**config.mk**
```make
export PLATFORM = sky130hd
export DESIGN_NAME = group_tx
export DESIGN_NICKNAME = d
export VERILOG_FILES = /design/src/rtl/group_tx.sv
export SDC_FILE = /design/constraint.sdc
export NUM_CORES = 1
export LEC_CHECK = 0
export BUFFER_PORTS_ARGS = -buffer_cell sky130_fd_sc_hd__buf_2
export CAP_MARGIN = 20
export CORE_MARGIN = 2
export CORE_UTILIZATION = 55
export CTS_CLUSTER_DIAMETER = 30
export DETAILED_ROUTE_END_ITERATION = 7
export PLACE_DENSITY = 0.79
export SLEW_MARGIN = 15
export SYNTH_ARGS = -nofsm -noshare
export SYNTH_HDL_FRONTEND = slang
export SYNTH_SLANG_ARGS = --single-unit
```
**constraint.sdc**
```tcl
create_clock -name clk -period 6.6 [get_ports clk]
set_input_delay 0 -clock clk [delete_from_list [all_inputs] [get_ports clk]]
set_output_delay 0 -clock clk [all_outputs]
set_load 0.1 [all_outputs]
```
**src/rtl/group_tx.sv**
```systemverilog
// Transmit end of the group stream: accepts wide words from a ready/valid source and
// emits them one GROUP_SIZE-item group per cycle on data/valid/avail, for num_iters iterations.
module group_tx #(
  parameter int GROUP_SIZE              = 4,
  parameter int DATA_WIDTH              = 8,
  parameter int WORD_GROUPS             = 4,
  parameter int LOG_WORD_GROUPS         = 2,
  parameter int LOG_MAX_ITERS           = 16,
  parameter int LOG_MAX_GROUPS_PER_ITER = 16
) (
  input  logic                                             clk,
  input  logic                                             rst,
  input  logic                                             configure,
  input  logic [LOG_MAX_ITERS-1:0]                         num_iters,
  input  logic [LOG_MAX_GROUPS_PER_ITER-1:0]               num_groups_per_iter,
  input  logic [WORD_GROUPS*GROUP_SIZE*DATA_WIDTH-1:0]     word_in,
  input  logic                                             word_valid_in,
  output logic                                             word_ready_out,
  output logic [GROUP_SIZE*DATA_WIDTH-1:0]                 data_out,
  output logic                                             valid_out,
  input  logic                                             avail_in,
  output logic                                             done_out
);

  localparam int GW = GROUP_SIZE * DATA_WIDTH;

  typedef enum logic [1:0] {
    IDLE  = 2'd0,
    FETCH = 2'd1,
    SEND  = 2'd2
  } state_t;

  state_t                               r_state, w_state;
  logic [LOG_MAX_ITERS-1:0]             r_iter_cnt, w_iter_cnt;
  logic [LOG_MAX_GROUPS_PER_ITER-1:0]   r_grp_cnt, w_grp_cnt;
  logic [LOG_MAX_GROUPS_PER_ITER-1:0]   r_grp_reload, w_grp_reload;
  logic [LOG_WORD_GROUPS-1:0]           r_grp_idx, w_grp_idx;
  logic [WORD_GROUPS-1:0][GW-1:0]       r_word, w_word;
  logic [GW-1:0]                        r_data, w_data;
  logic                                 r_valid, w_valid;
  logic                                 r_done, w_done;
  logic                                 w_last_grp, w_last_iter, w_last_in_word;

  assign w_last_grp     = (r_grp_cnt == LOG_MAX_GROUPS_PER_ITER'(1));
  assign w_last_iter    = (r_iter_cnt == LOG_MAX_ITERS'(1));
  assign w_last_in_word = (r_grp_idx == LOG_WORD_GROUPS'(WORD_GROUPS - 1));

  always_ff @(posedge clk) begin
    if (!rst) begin
      r_state      <= IDLE;
      r_iter_cnt   <= '0;
      r_grp_cnt    <= '0;
      r_grp_reload <= '0;
      r_grp_idx    <= '0;
      r_word       <= '0;
      r_data       <= '0;
      r_valid      <= 1'b0;
      r_done       <= 1'b0;
    end else begin
      r_state      <= w_state;
      r_iter_cnt   <= w_iter_cnt;
      r_grp_cnt    <= w_grp_cnt;
      r_grp_reload <= w_grp_reload;
      r_grp_idx    <= w_grp_idx;
      r_word       <= w_word;
      r_data       <= w_data;
      r_valid      <= w_valid;
      r_done       <= w_done;
    end
  end

  always_comb begin
    w_state      = r_state;
    w_iter_cnt   = r_iter_cnt;
    w_grp_cnt    = r_grp_cnt;
    w_grp_reload = r_grp_reload;
    w_grp_idx    = r_grp_idx;
    w_word       = r_word;
    w_data       = r_data;
    w_valid      = 1'b0;
    w_done       = 1'b0;

    if (configure) begin
      w_iter_cnt   = num_iters;
      w_grp_cnt    = num_groups_per_iter;
      w_grp_reload = num_groups_per_iter;
      w_grp_idx    = '0;
      // Zero counts are trapped here so the decrements below can never wrap.
      if (num_iters == '0 || num_groups_per_iter == '0) begin
        w_state = IDLE;
        w_done  = 1'b1;
      end else begin
        w_state = FETCH;
      end
    end else begin
      case (r_state)
        FETCH: begin
          if (word_valid_in) begin
            w_word    = word_in;
            w_grp_idx = '0;
            w_state   = SEND;
          end
        end
        SEND: begin
          if (avail_in) begin
            w_data  = r_word[r_grp_idx];
            w_valid = 1'b1;
            if (w_last_grp && w_last_iter) begin
              w_state = IDLE;
              w_done  = 1'b1;
            end else if (w_last_grp) begin
              // Next iteration restarts at group 0 of a fresh word.
              w_iter_cnt = r_iter_cnt - LOG_MAX_ITERS'(1);
              w_grp_cnt  = r_grp_reload;
              w_state    = FETCH;
            end else begin
              w_grp_cnt = r_grp_cnt - LOG_MAX_GROUPS_PER_ITER'(1);
              if (w_last_in_word) begin
                w_state = FETCH;
              end else begin
                w_grp_idx = r_grp_idx + LOG_WORD_GROUPS'(1);
              end
            end
          end
        end
        default: ;
      endcase
    end
  end

  assign word_ready_out = (r_state == FETCH);
  assign data_out       = r_data;
  assign valid_out      = r_valid;
  assign done_out       = r_done;

endmodule
```
## Word level (Yosys, flattened, before mapping)

Cells that the tools add are included.

- ROM bits: 0
- Bits in registers: 214
- Output and inout bits: 35
- Latch bits: 0
- RAM bits: 0
- Memories: 0
- Input bits: 165
- Word-level logic and storage cells: 82

- Add/sub/neg operators: 3
- Equal/unequal tests: 14
- Reductions and logical operators: 17
- Multipliers: 0
- Bitwise operators: 3
- Multiplexer cells: 32
- Divide/modulo/power cells: 0
- Order comparisons: 1
- Shift-type cells: 0

Operator list:

| kind | count |
|---|---|
| 16-bit two-way mux | 10 |
| 32-bit binary-select mux with 2-bit select | 1 |
| 16-bit by 1-bit equality test with 1-bit output, second input constant | 2 |
| 16-bit zero test | 2 |
| 32-bit two-way mux | 1 |
| 16-bit by 1-bit subtractor with 16-bit output, second input constant | 2 |
| 2-bit two-way mux | 11 |
| 2-bit inequality test, second input constant | 6 |
| 3-bit AND reduction | 3 |
| 2-bit case mux with 2 select lines | 2 |
| 4-bit AND reduction | 2 |
| 2-bit nonzero test | 4 |
| 1-bit two-way mux | 7 |
| 3-bit inequality test, second input constant | 2 |
| 6-bit AND reduction | 1 |
| 5-bit inequality test, second input constant | 1 |
| 2-bit equality test, second input constant | 2 |
| 2-bit by 3-bit < comparator with 1-bit output, second input constant | 1 |
| 1-bit NOT | 3 |
| 3-bit nonzero test | 1 |
| 3-bit OR reduction | 1 |
| 2-bit by 1-bit adder with 2-bit output, second input constant | 1 |
| 2-bit by 1-bit equality test with 1-bit output, second input constant | 1 |
| 2-bit OR reduction | 1 |
| other kinds (2) | 2 |

## Depth between registers and ports, before layout

Gate-level depths: netlist of run 1.

- Word-level depth: 7
- Depth in mapped cells: 9
- Mapped depth without buffers: 7

## Worst setup path before layout of run 1

No wires, ideal clock.

- Path kind: reg-to-reg
- Start: reg r_grp_cnt[7]
- End: reg r_iter_cnt[3]
- Stages on the path, launching flop included: 8
- Period minus slack after synthesis: 2.302 ns
- Arrival time: 2.182 ns
- Buffers on the path: 2
- Required time: 6.480 ns
- Setup slack: 4.298 ns
- Setup time: 0.120 ns
- Path through: dfxtp_1 -> or4_1 -> buf_2 -> or4_1 -> buf_6 -> nor3_2 -> nor3b_1 -> o31a_1

- Longest elaborated chain between the ends: 4
- Elaborated cells between the ends (all ways): 5
- Those cells by class: eq/ne (2); reduce/logical (3)

RTL lines:

| element | RTL line | RTL |
|---|---|---|
| start: declaration | 35 | `logic [LOG_MAX_GROUPS_PER_ITER-1:0] r_grp_cnt, w_grp_cnt;` |
| start signal: assignment | 62 | `r_grp_cnt <= w_grp_cnt;` |
| 16-bit by 1-bit equality test with 1-bit output (*) | 44 | `assign w_last_grp = (r_grp_cnt == LOG_MAX_GROUPS_PER_ITER'(1));` |
| 1-bit logical AND | 108 | `if (w_last_grp && w_last_iter) begin` |
| 2-bit inequality test (no line) | - |  |
| 4-bit AND reduction (no line) (*) | - |  |
| end signal: assignment | 61 | `r_iter_cnt <= w_iter_cnt;` |
| end: declaration | 34 | `logic [LOG_MAX_ITERS-1:0] r_iter_cnt, w_iter_cnt;` |

Mark *: on every way between the ends. The rest lies on a longest branch, timed or not.
A chain may end at the register's enable or synchronous reset.

## Worst setup path in the final report of run 1

- Start: reg r_state[1]
- End: reg r_iter_cnt[4]

- Longest elaborated chain between the ends: 3

RTL lines:

| element | RTL line | RTL |
|---|---|---|
| start: declaration | 33 | `state_t r_state, w_state;` |
| start signal: assignment | 60 | `r_state <= w_state;` |
| 2-bit equality test | 96 | `case (r_state)` |
| 2-bit nonzero test (no line) | - |  |
| 4-bit AND reduction (no line) | - |  |

No other way between the ends.

==> results of run 1 <==
-- registers in the layout, indices dropped and copies added (netlist names) --
register and count:
r_grp_idx 2, r_word 128, r_grp_reload 16, r_iter_cnt 16, valid_out 1, data_out 32, r_grp_cnt 16, r_state 2
done_out 1
-- where the power goes --
| group | internal, mW | total [mW] | leakage [nW] | switching [mW] |
|---|---|---|---|---|
| Combinational | 0.178 | 0.382 | 2.75 | 0.204 |
| Clock | 1.40 | 2.11 | 0.678 | 0.708 |
| Sequential | 1.34 | 1.38 | 1.74 | 0.0380 |
-- layout by cell type (no fill, tap or decap), types with 6 or more instances in the layout --
| cell type | count |
|---|---|
| a31oi_1 | 20 |
| clkbuf_16 | 41 |
| o21ai_1 | 8 |
| buf_4 | 9 |
| o21ai_0 | 18 |
| nor2_1 | 21 |
| o211ai_1 | 11 |
| or3_1 | 6 |
| nand3_1 | 17 |
| nor3_1 | 19 |
| clkbuf_8 | 9 |
| mux4_2 | 32 |
| o31ai_1 | 6 |
| nor4_1 | 25 |
| a211o_1 | 6 |
| a21oi_1 | 189 |
| dlygate4sd3_1 | 161 |
| o21a_1 | 6 |
| nand2_1 | 375 |
| dfxtp_1 | 212 |
| or4_1 | 8 |
| inv_1 | 7 |
| buf_2 | 199 |
| clkinvlp_4 | 6 |
-- critical path: stages (launching register included) --
cell and delay, ns:
dfxtp_1 0.44, nand3b_1 0.59, nor2_4 1.03, nand3_1 0.40, or4_1 0.51, a31oi_1 0.17
-- area by class of cell --
cell class	count	share of cell area (%)
multi-input combinational	852	35.7
sequential	214	31.7
timing repair buffer	369	19.8
clock buffer	54	8.60
tap	225	2.08
clock inverter	20	1.84
inverter	9	0.286
antenna	5	0.0924
-- cell families (layout without fill, tap and decap cells) --
| kind of cell | Yosys count | in the layout | share of synthesized area [%] |
|---|---|---|---|
| AO/OA/AOI/OAI | 295 | 295 | 17.9 |
| XOR/XNOR | 8 | 8 | 0.738 |
| adder cells (fa/ha/maj) | 5 | 5 | 0.659 |
| buffers and inverters | 104 | 452 | 4.23 |
| flip-flops | 214 | 214 | 45.1 |
| multiplexers | 35 | 35 | 7.91 |
| other | 0 | 5 | 0 |
| AND/OR/NAND/NOR | 509 | 509 | 23.5 |
-- metrics by stage --
step / worst slack [ns] / util (%) / hold WS (ns) / instances
CTS: 3.43 / 79.3 / 0.000299 / 1743
finish: 3.37 / 79.4 / 0.0269 / 1748
global placement: 3.54 / 61.6 / 0.243 / 1508
detailed placement: 3.44 / 61.6 / 0.247 / 1508
global route: 3.19 / 79.4 / 0.0295 / 1746
floorplan: 4.30 / - / 0.136 / 1170
-- path summary, 6_finish.rpt --
check | end | slack [ns]
max | r_iter_cnt[4]$_SDFFE_PN0P_ | 3.37
min | r_iter_cnt[0]$_SDFFE_PN0P_ | 0.03
max reg2reg | r_iter_cnt[4]$_SDFFE_PN0P_ | 3.37
min reg2reg | data_out[15]$_SDFFE_PN0P_ | 0.45
-- what timing repair did --
action	in CTS	in global routing
hold endpoints to repair	176	0
resized for setup	0	0
hold buffers	161	0
-- routing by layer --
metal | up-vias | track usage [%]
li1 | 4754 | -
met1 | 4742 | 40.8
met2 | 615 | 58.5
met3 | 158 | 6.96
met4 | 0 | 21.6
met5 | - | 0
==> out/metrics.csv, run 1 <==
metric;value;unit
Setup TNS Final;0;ns
critical path type;register to register;
Remaining DRCs;0;
H-tree depth;2;
RSZ-0062 raised after global routing;false;
Commonest cells post-synth;375 x nand2_1, 214 x dfxtp_1, 189 x a21oi_1;
Seq. cell area;4290;sq um
reg-to-reg startpoint;r_state[1]$_SDFFE_PN0P_;
synth unique cells;61;
register bit total from synthesis;214;
Power Density;286;nW/um^2
row count;48;
io pins;200;
Hold Vio Cnt, Final;0;
layout cell share with drive strength beyond 1;21.5;%
Synth Flop Type;dfxtp_1;
Worst EP required;7.03;ns
Starting Density;55.6;%
Area contributors post-synth;dfxtp_1 45%, nand2_1 15%, a21oi_1 10%;
area of the multi-input gates;4830;sq um
Fillers;1028;
status;completed;
ANT nets after route;0;
CP Launch Type;register;
largest net degree at the start of global routing;99;
Worst Max-Slew Pin Slew;1.05;ns
crit path DAT;3.66;ns
period utilization;49.0;%
fmax;309;MHz
port bufs;199;
Placed Area;10500;sq um
Post-Syn Nets;1340;
total CTS buffers;41;
Yosys top cell by area;dfxtp_1;
wire length on met2;15800;um
R2R cell count;5;
Tot Pwr;3.87;mW
clk buf depth;3;
Setup Fix Bufs, Post-CTS;0;
Max VDD drop;0.247;mV
Post-Syn Area;9490;sq um
Clock Sinks;214;
Avg Cell Area, Syn;8.11;sq um
Nets;1657;
first-pass GRT wire length;50600;um
Worst Setup End Kind;register;
Post-DP HPWL;16300;um
Mapped Cells;1170;
Seq/Total Area, Yosys;45.1;%
GR Util All Layers;34.7;%
Clk Tree Root Cell;clkbuf_16;
CTS tree;built;
initial drt markers;947;
vias per cell;5.87;
routed length per placed instance;18.5;um
Final Critical Period;3.23;ns
Die Span X;135;um
die area;18300;sq um
die height;135;um
routed length on met1;11900;um
Post-synth EDFFs;0;
Area growth, synth to finish;42.7;%
Worst Path Max Fanout;34;
design area;13500;sq um
final wirelength;32300;um
ys async rst share;0;%
met3 wire length;2630;um
Routability Congestion;0.926;
top routing layer used;met4;
count leader, synth;nand2_1;
Yosys top cell area share;45.1;%
Critical path origin;r_state[1]$_SDFFE_PN0P_;
yosys warns;0;
initial antenna violation count;3;
Vias;10300;
Overflow after GRT;0;
final setup vio count;0;
Worst-path clk slew;0.04;ns
number of global-route vias before repair;10300;
relative slew slack;29.9;%
core area;17100;sq um
Max Cap Viol;0;
clk_lat worst skew;0.52;ns
Hold Crit Class;primary input to register;
Final Max Slew Viols;0;
Worst Hold Launch;num_iters[0];
hold depth;5;
worst clock skew;0.0121;ns
drt first pass iters;5;
static leakage;5.17;nW
(Power assumes the default switching activity.)
==> inputs of run 2 (changes only) <==
- CORE_UTILIZATION: 55 -> 49
- PLACE_DENSITY: 0.79 -> 0.75
- clock period: 6.6 -> 2.9 ns (I/O delays scaled with it)
==> out/metrics.csv, run 2 (same netlist as run 1, synthesis figures left out) <==
metric;value;unit
Worst Max-Slew Pin Slew;0.750;ns
Clock Sinks;214;
WHS;-0.00830;ns
max reg flops;128;
Placed Area;10700;sq um
Starting Density;50.4;%
routed length per placed instance;18.0;um
layout cell share with drive strength beyond 1;22.3;%
Hold Vio Cnt, Final;4;
clk_lat worst skew;0.52;ns
port bufs;199;
Setup Fix Bufs, Post-CTS;0;
worst clock skew;0.0152;ns
design area;13900;sq um
Power Density;664;nW/um^2
relative slew slack;50.0;%
Max Cap Viol;0;
final setup vio count;0;
Critical path origin;r_grp_cnt[1]$_SDFFE_PN0P_;
Remaining DRCs;0;
H-tree depth;2;
period utilization;93.9;%
Worst Path Max Fanout;13;
row count;50;
clk buf depth;3;
initial antenna violation count;3;
largest net degree at the start of global routing;119;
Clk Tree Root Cell;clkbuf_16;
Reg with most FFs;r_word;
non-filler cells, final;1799;
most frequent cells in the layout;375 x nand2_1, 212 x dfxtp_1, 199 x buf_2;
Max VDD drop;0.461;mV
total CTS buffers;42;
status;complete, but fails checks;
Setup TNS Final;0;ns
vias per cell;5.73;
Nets;1674;
Die Span X;143;um
Worst Hold Launch;rst;
Placed Cells;1555;
Routability Congestion;0.930;
fmax;367;MHz
CP Launch Type;register;
Fillers;1289;
critical path type;register to register;
GR Util All Layers;30.7;%
number of global-route vias before repair;10200;
CTS tree;built;
core area;18800;sq um
first-pass GRT wire length;50300;um
Worst-path clk slew;0.05;ns
crit path DAT;3.11;ns
ANT nets after route;0;
initial drt markers;752;
Final Max Slew Viols;0;
io pins;200;
static leakage;5.32;nW
Worst EP required;3.29;ns
final wirelength;32400;um
die area;20500;sq um
Final Critical Period;2.72;ns
Area growth, synth to finish;45.9;%
RSZ-0062 raised after global routing;false;
drt first pass iters;8;
Overflow after GRT;0;
failing checks;negative hold slack;
Worst Setup End Kind;register;
Vias;10300;
reg-to-reg startpoint;r_grp_cnt[1]$_SDFFE_PN0P_;
die height;143;um
Post-DP HPWL;17400;um
commonest non-fill, non-tap cell in the layout;nand2_1;
Hold Crit Class;primary input to register;
## run 2: repair_timing
item	in CTS	in global routing
hold buffers	165	0
resized for setup	0	0
hold endpoints to repair	177	0
## run 2: power breakdown
part / internal (mW) / switching [mW] / total [mW]
registers: 3.05 / 0.0877 / 3.14
logic: 0.423 / 0.470 / 0.894
clock network: 3.52 / 1.65 / 5.17
total: 6.99 / 2.21 / 9.20
## run 2: metrics by stage
step / worst slack, ns / utilization [%] / power, mW / hold WS (ns)
floorplan: 0.598 / - / 3.61 / 0.136
global placement: 0.334 / 56.7 / 3.86 / 0.243
detailed placement: 0.276 / 56.7 / 3.87 / 0.245
CTS: 0.216 / 73.5 / 9.18 / 0.00395
global route: 0.0818 / 73.5 / 9.47 / 0.0273
finish: 0.177 / 73.6 / 9.20 / -0.00830
## run 2: worst max-delay path: stages, from the launching register on
cell and delay [ns]:
dfxtp_1 0.36, inv_1 0.08, ha_1 0.21, nor2b_1 0.16, and3_1 0.34, a2111oi_0 0.65
xnor2_1 0.18, o21ai_1 0.08, dlygate4sd3_1 0.54
## run 2: routing by layer
metal,part of all wire [%],wire length [um],track usage (%)
met5,0,0,0
met3,7.1,2300,6.00
met4,6.2,2010,19.1
met1,38,12200,36.0
met2,49,15800,51.6
## run 2: cell type report
cell class / count / area [sq um] / share of cell area (%)
diodes: 3 / 7.51 / 0.0542
clock buffers: 52 / 1180 / 8.52
clock inverters: 24 / 338 / 2.44
inverters: 9 / 38.8 / 0.280
multi-input cells: 852 / 4830 / 34.9
flip-flops and latches: 214 / 4290 / 30.9
well taps: 260 / 325 / 2.35
repair buffers: 385 / 2840 / 20.5
## run 2: path summary, 6_finish.rpt
| kind | to | slack, ns | cells after the start |
|---|---|---|---|
| worst max-delay path | r_grp_idx[0]$_SDFFE_PP0P_ | 0.18 | 8 |
| worst max register to register | r_grp_idx[0]$_SDFFE_PP0P_ | 0.18 | 8 |
| worst min register to register | data_out[23]$_SDFFE_PN0P_ | 0.45 | 2 |
| worst min-delay path | r_grp_reload[15]$_SDFFE_PN0P_ | -0.008 | 3 |
